===== config.mk =====
export PLATFORM = sky130hd
export DESIGN_NAME = mux_vector_gen
export DESIGN_NICKNAME = d
export VERILOG_FILES = /design/src/rtl/mux_tb_pkg.sv /design/src/rtl/mux_vector_gen_counter.sv /design/src/rtl/mux_vector_gen.sv
export SDC_FILE = /design/constraint.sdc
export NUM_CORES = 1
export LEC_CHECK = 0
export ABC_AREA = 1
export ABC_CLOCK_PERIOD_IN_PS = 2200
export BUFFER_PORTS_ARGS = -buffer_cell sky130_fd_sc_hd__clkbuf_2
export CELL_PAD_IN_SITES_DETAIL_PLACEMENT = 1
export CELL_PAD_IN_SITES_GLOBAL_PLACEMENT = 2
export CORE_ASPECT_RATIO = 1.4
export CORE_UTILIZATION = 30
export CTS_CLUSTER_DIAMETER = 40
export DETAILED_ROUTE_END_ITERATION = 12
export GPL_ROUTABILITY_DRIVEN = 0
export PLACE_DENSITY = 0.8
export SLEW_MARGIN = 20
export SYNTH_ARGS = -nofsm -noshare
export SYNTH_HDL_FRONTEND = slang
export SYNTH_SLANG_ARGS = --single-unit
export TNS_END_PERCENT = 5

===== constraint.sdc =====
create_clock -name clk -period 2.2 [get_ports clk]
set_input_delay 0.44 -clock clk [delete_from_list [all_inputs] [get_ports clk]]
set_output_delay 0.44 -clock clk [all_outputs]
set_load 0.01 [all_outputs]

===== src/rtl/mux_tb_pkg.sv =====
// -----------------------------------------------------------------------------
// mux_tb_pkg
// Shared definitions for the mux stimulus sequencer:
//   - default data/control vector widths
//   - sequencer state encoding
//   - bit positions mapping vector bits onto the mux circuit pins
//     (data_vec[BIT_A] drives a ... data_vec[BIT_I] drives i,
//      ctrl_vec[BIT_IN1] drives in1 ... ctrl_vec[BIT_IN8] drives in8)
// -----------------------------------------------------------------------------
package mux_tb_pkg;

  localparam int DEF_DATA_W = 9;
  localparam int DEF_CTRL_W = 8;

  typedef enum logic [1:0] {
    IDLE = 2'd0,
    RUN  = 2'd1,
    DONE = 2'd2
  } state_t;

  // Data vector bit order: a is the LSB, i the MSB.
  localparam int BIT_A = 0;
  localparam int BIT_B = 1;
  localparam int BIT_C = 2;
  localparam int BIT_D = 3;
  localparam int BIT_E = 4;
  localparam int BIT_F = 5;
  localparam int BIT_G = 6;
  localparam int BIT_H = 7;
  localparam int BIT_I = 8;

  // Control vector bit order: in1 is the LSB, in8 the MSB.
  localparam int BIT_IN1 = 0;
  localparam int BIT_IN2 = 1;
  localparam int BIT_IN3 = 2;
  localparam int BIT_IN4 = 3;
  localparam int BIT_IN5 = 4;
  localparam int BIT_IN6 = 5;
  localparam int BIT_IN7 = 6;
  localparam int BIT_IN8 = 7;

endpackage


===== src/rtl/mux_vector_gen_counter.sv =====
// -----------------------------------------------------------------------------
// mux_vec_counter
// Combinational next-vector logic for the cascaded data/control counter.
// The data vector always increments; the control vector increments only on a
// data wrap (all-ones -> 0) when control sweeping is enabled.
// Ports:
//   data      current data vector
//   ctrl      current control vector
//   mode      1: control vector counts on data wrap; 0: control held
//   data_next data vector after one step (modular)
//   ctrl_next control vector after one step (modular)
//   last      current vector is the final one of the sweep
// -----------------------------------------------------------------------------
module mux_vec_counter
  import mux_tb_pkg::*;
#(
  parameter int DATA_W = DEF_DATA_W,
  parameter int CTRL_W = DEF_CTRL_W
) (
  input  logic [DATA_W-1:0] data,
  input  logic [CTRL_W-1:0] ctrl,
  input  logic              mode,
  output logic [DATA_W-1:0] data_next,
  output logic [CTRL_W-1:0] ctrl_next,
  output logic              last
);

  logic data_wrap;

  assign data_wrap = &data;
  assign data_next = data + DATA_W'(1);
  assign ctrl_next = (mode && data_wrap) ? ctrl + CTRL_W'(1) : ctrl;
  // In fixed-control mode the sweep ends after one pass of the data vector.
  assign last      = data_wrap && (!mode || (&ctrl));

endmodule


===== src/rtl/mux_vector_gen.sv =====
// -----------------------------------------------------------------------------
// mux_vector_gen
// Start/pause/abort controlled exhaustive stimulus sequencer for the mux
// circuit. Each vector is held DWELL cycles; vec_valid marks the last cycle of
// the dwell, when the downstream outputs (t,n,r,k,m) are to be sampled.
// Ports:
//   clk, rst_n  clock (rising edge), asynchronous active-low reset
//   start       begin a sweep (honoured in IDLE or DONE only)
//   abort       stop the sweep and return to IDLE; wins over start
//   pause       freeze sweep position while high
//   sweep_ctrl  latched on start: 1 = control vector also counts
//   ctrl_cfg    latched on start: initial control vector
//   data_vec    drives a..i
//   ctrl_vec    drives in1..in8
//   vec_valid   sample strobe for downstream checker
//   busy, done  state flags (RUN, DONE)
// -----------------------------------------------------------------------------
module mux_vector_gen
  import mux_tb_pkg::*;
#(
  parameter int DATA_W = DEF_DATA_W,
  parameter int CTRL_W = DEF_CTRL_W,
  parameter int DWELL  = 1
) (
  input  logic              clk,
  input  logic              rst_n,
  input  logic              start,
  input  logic              abort,
  input  logic              pause,
  input  logic              sweep_ctrl,
  input  logic [CTRL_W-1:0] ctrl_cfg,
  output logic [DATA_W-1:0] data_vec,
  output logic [CTRL_W-1:0] ctrl_vec,
  output logic              vec_valid,
  output logic              busy,
  output logic              done
);

  localparam logic [7:0] DWELL_LAST = 8'(DWELL - 1);

  state_t            state;
  logic              mode;
  logic [7:0]        dwell_cnt;
  logic [DATA_W-1:0] data_next;
  logic [CTRL_W-1:0] ctrl_next;
  logic              last;

  mux_vec_counter #(
    .DATA_W (DATA_W),
    .CTRL_W (CTRL_W)
  ) u_counter (
    .data      (data_vec),
    .ctrl      (ctrl_vec),
    .mode      (mode),
    .data_next (data_next),
    .ctrl_next (ctrl_next),
    .last      (last)
  );

  // pause is the only unregistered term, so the strobe drops in the same
  // cycle a pause is requested.
  assign vec_valid = (state == RUN) && !pause && (dwell_cnt == DWELL_LAST);
  assign busy      = (state == RUN);
  assign done      = (state == DONE);

  // NOTE: sequential state uses non-blocking assignments so every register
  // samples pre-edge values regardless of statement order.
  always_ff @(posedge clk or negedge rst_n) begin
    if (!rst_n) begin
      state     <= IDLE;
      mode      <= 1'b0;
      dwell_cnt <= '0;
      data_vec  <= '0;
      ctrl_vec  <= '0;
    end else begin
      unique case (state)
        IDLE, DONE: begin
          if (abort) begin
            state     <= IDLE;
            dwell_cnt <= '0;
            data_vec  <= '0;
            ctrl_vec  <= '0;
          end else if (start) begin
            state     <= RUN;
            mode      <= sweep_ctrl;
            dwell_cnt <= '0;
            data_vec  <= '0;
            ctrl_vec  <= ctrl_cfg;
          end
        end

        RUN: begin
          if (abort) begin
            state     <= IDLE;
            dwell_cnt <= '0;
            data_vec  <= '0;
            ctrl_vec  <= '0;
          end else if (pause) begin
            // Hold everything, including the partially elapsed dwell.
          end else if (vec_valid) begin
            if (last) begin
              // Final vector stays on the outputs through DONE.
              state <= DONE;
            end else begin
              dwell_cnt <= '0;
              data_vec  <= data_next;
              ctrl_vec  <= ctrl_next;
            end
          end else begin
            dwell_cnt <= dwell_cnt + 8'd1;
          end
        end

        default: state <= IDLE;
      endcase
    end
  end

endmodule


==> impl_metrics.tcl <==
set metrics [dict create \
    mappedNetlistNets 290 \
    cp_num_buf_inv 0 \
    grt_most_used_layer "met2" \
    total_leakage_power_nw 1.18 \
    max_slew_margin_pct 49.5 \
    critical_path_cell_with_the_highest_stage_delay "sky130_fd_sc_hd__dfrtp_1" \
    floorplan.die.height_um 95.9 \
    finalNetCount 330 \
    area_growth_pct 17.3 \
    drt_wl_total_mm 5.05 \
    antenna_cells 0 \
    outcome "complete, no violations" \
    critical_path.endpoint_type "flip-flop" \
    number_of_global_route_vias_before_repair 1864 \
    synthesis.area_per_instance_um2 6.97 \
    wire_length_of_the_first_global_routing_pass_mm 8.98 \
    cp_data_required_time_ns 2.37 \
    yosysUniqueCellTypes 30 \
    cts_num_sinks 28 \
    power.density_mw_per_mm2 797 \
    timing.final.setup_violations 0 \
    cts.root.buffer_cell "sky130_fd_sc_hd__clkbuf_8" \
    grt_max_degree 29 \
    crit_chain "ha_1, nand3_1, nor2_1, nand3_1, nor2_1, ha_2, nand2_1, a21boi_2, nand4_4, nand2_1, nand2_1" \
    total_power_w 0.00177 \
    grt_util_met2_pct 32.2 \
    post_route_cells_drive_above_1_share_pct 21.4 \
    critical-path-max-stage-delay_ns 0.37 \
    cpLargestDelayFamily "simple AND/OR/NAND/NOR gates" \
    ys.warnings.count 0 \
    initial_antenna_violation_count 0 \
    worst_r2r_path_depth 11 \
    max-cap-violations 0 \
    top_level_ports 34 \
    hold_path.class "primary input to asynchronous set/reset pin" \
    core.rowCount 33 \
    postLayoutSetupSlackWorst_ns 0.213 \
    syn-cell-area_mm2 0.00189 \
    horizontal_extent_of_the_die_um 69.0 \
    fillCellCount 802 \
    worst_ep_arrival_time_ns 2.16 \
    buffer_ports.inserted 33 \
    min_cycle_time_layout_ns 1.99 \
    start_util_pct 31.8 \
    critPathKind "flip-flop to flip-flop" \
    cp_max_fo 8 \
    fin_cells 379 \
    critical_path_cell_count 11 \
    dr.pass1.iters 4 \
    synth.yosys.seq_area_share_pct 37.1 \
    avgViaCountPerCell 4.78 \
    gr-total-overflow 0 \
    worstMarginPinSlew_ns 0.757 \
    finalCritPeriodShare_pct 90.3 \
    place_ws_ns 0.0176 \
    insertion_delay_ns 0.27 \
    worst_vdd_ir_uv 348 \
    drtIter0Drc 34 \
    grt.total_usage_pct 17.0 \
    cts_buffer_depth 2 \
    design.core.area_mm2 0.00595 \
    post_synth_inst_count 271 \
    route.vias.total 1813 \
    final_hold_viol_count 0 \
    utilization_pct 37.2 \
    timing.setup.tns_ns 0 \
    global_route.usage.met1_pct 20.7 \
    path_clk_slew_ns 0.10 \
    grt_met3_use_pct 1.78 \
    dieArea_mm2 0.00662 \
    count_of_state_elements_after_synthesis 28 \
    placed_cells 375 \
    achievable-frequency_mhz 503 \
    final_setup_skew_ns 0.00322 \
    final_antenna_net_count 0 \
    cts_buf_count 3 \
    critical_path.most_common_cell "sky130_fd_sc_hd__nand2_1" \
    route.detailed.drc 0 \
    startpoint_type "flip-flop" \
    ctsHoldBuffers 0 \
    tritoncts_clock_tree "yes" \
    route.detailed.wl_per_inst_um 13.3 \
    hpwl_after_detailed_placement_mm 3.86 \
    clock_tree.htree_level_count 1 \
    max_slew_violation_total_from_the_final_report 0 \
]
==> cell families after synthesis <==
| group | Yosys count | share of synthesized area [%] |
|---|---|---|
| buffers and inverters | 27 | 6.10 |
| and+or+nand+nor | 187 | 44.5 |
| adders and majority gates | 5 | 3.31 |
| DFF | 28 | 37.1 |
| xor gates and xnor gates | 8 | 3.71 |
| muxes | 1 | 0.596 |
| AOI/OAI and AO/OA | 15 | 4.64 |
==> cells in the final DEF, fill, tap and decap left out, types with 4 or more instances in the layout <==
cell type	count
sky130_fd_sc_hd__xnor2_1	5
sky130_fd_sc_hd__ha_1	4
sky130_fd_sc_hd__nand3_1	20
sky130_fd_sc_hd__dfrtp_1	28
sky130_fd_sc_hd__o21ai_0	8
sky130_fd_sc_hd__buf_4	5
sky130_fd_sc_hd__nand2_4	4
sky130_fd_sc_hd__inv_1	19
sky130_fd_sc_hd__nor2_1	29
sky130_fd_sc_hd__clkbuf_2	33
sky130_fd_sc_hd__nand2_1	116
sky130_fd_sc_hd__nor3_1	4
==> worst reg2reg max path, cell delays in order, from the launching register on <==
cell	delay, ns
sky130_fd_sc_hd__dfrtp_1	0.37
sky130_fd_sc_hd__ha_1	0.19
sky130_fd_sc_hd__nand3_1	0.10
sky130_fd_sc_hd__nor2_1	0.14
sky130_fd_sc_hd__nand3_1	0.11
sky130_fd_sc_hd__nor2_1	0.12
sky130_fd_sc_hd__ha_2	0.21
sky130_fd_sc_hd__nand2_1	0.10
sky130_fd_sc_hd__a21boi_2	0.20
sky130_fd_sc_hd__nand4_4	0.19
sky130_fd_sc_hd__nand2_1	0.11
sky130_fd_sc_hd__nand2_1	0.06
==> what timing repair did <==
| action | 4_1_cts | 5_1_grt |
|---|---|---|
| gates cloned | 0 | 0 |
| buffers inserted | 0 | 1 |
| gates resized for setup | 0 | 4 |
| setup endpoints to repair | 2 | 8 |
| pin swaps | 1 | 2 |
==> cell type report <==
type	instances	area, um2	area share, %
clock buffers	3	41.3	1.86
well taps	70	87.6	3.95
multi-input cells	216	1090	49.1
flip-flops and latches	28	701	31.6
inverters	24	95.1	4.29
repair buffers	38	203	9.15
==> through the flow <==
stage | area, um2 | hold WS [ns]
after global routing | 2210 | 0.266
after global placement | 2150 | 0.454
after detailed placement | 2150 | 0.467
after CTS | 2190 | 0.243
final | 2210 | 0.218
after floorplan | 1890 | 0.144
==> state kept, by name, indices dropped and copies added, names as in the netlist <==
name / count
dwell_cnt: 8
state: 2
data_vec: 9
mode: 1
ctrl_vec: 8
==> cell usage after synthesis <==
cell                         n  area, um2
sky130_fd_sc_hd__nand2_1   116        435
sky130_fd_sc_hd__nor2_1     29        109
sky130_fd_sc_hd__dfrtp_1    28        701
sky130_fd_sc_hd__nand3_1    20        100
sky130_fd_sc_hd__inv_1      19       71.3
sky130_fd_sc_hd__o21ai_0     8       40.0
sky130_fd_sc_hd__ha_1        5       62.6
sky130_fd_sc_hd__xnor2_1     5       43.8
sky130_fd_sc_hd__nand2_4     4       45.0
sky130_fd_sc_hd__nor3_1      4       20.0
sky130_fd_sc_hd__a21oi_1     3       15.0
sky130_fd_sc_hd__nand2_2     3       18.8
sky130_fd_sc_hd__xor2_1      3       26.3
sky130_fd_sc_hd__clkinv_2    2       10.0
sky130_fd_sc_hd__inv_2       2       7.51
sky130_fd_sc_hd__nand3_2     2       20.0
sky130_fd_sc_hd__nand4_1     2       12.5
sky130_fd_sc_hd__nand4_2     2       25.0
sky130_fd_sc_hd__nor2_2      2       12.5
sky130_fd_sc_hd__nor2_4      2       22.5
sky130_fd_sc_hd__a21boi_0    1       7.51
sky130_fd_sc_hd__a21oi_2     1       8.76
sky130_fd_sc_hd__a22o_1      1       8.76
sky130_fd_sc_hd__buf_2       1       5.00
sky130_fd_sc_hd__buf_6       1       11.3
sky130_fd_sc_hd__clkbuf_1    1       3.75
sky130_fd_sc_hd__inv_4       1       6.26
sky130_fd_sc_hd__mux2_2      1       11.3
sky130_fd_sc_hd__nor2_8      1       20.0
sky130_fd_sc_hd__o21bai_1    1       7.51
==> layer usage <==
layer / wire [um] / up-vias
met5: 0 / -
met2: 2690 / 25
met1: 2200 / 864
met3: 123 / 2
met4: 33 / 0
li1: - / 922
==> power by group <==
part           internal, W  switching, W  total [W]
combinational     0.000275      0.000478   0.000753
sequential        0.000613      0.000115   0.000728
clock             0.000123      0.000162   0.000285
total              0.00101      0.000755    0.00177
==> final timing paths <==
kind	slack [ns]	start	endpoint
setup / recovery	0.21	data_vec[0]$_DFFE_PN0P_	ctrl_vec[7]$_DFFE_PN0P_
hold / removal	0.22	rst_n	ctrl_vec[2]$_DFFE_PN0P_
setup reg to reg	0.21	data_vec[0]$_DFFE_PN0P_	ctrl_vec[7]$_DFFE_PN0P_
hold reg to reg	0.49	dwell_cnt[6]$_DFFE_PN0P_	dwell_cnt[6]$_DFFE_PN0P_
max in group asynchronous	1.51	rst_n	dwell_cnt[5]$_DFFE_PN0P_
min in group clk	0.40	sweep_ctrl	mode$_DFFE_PN0P_
(Power assumes the default switching activity.)
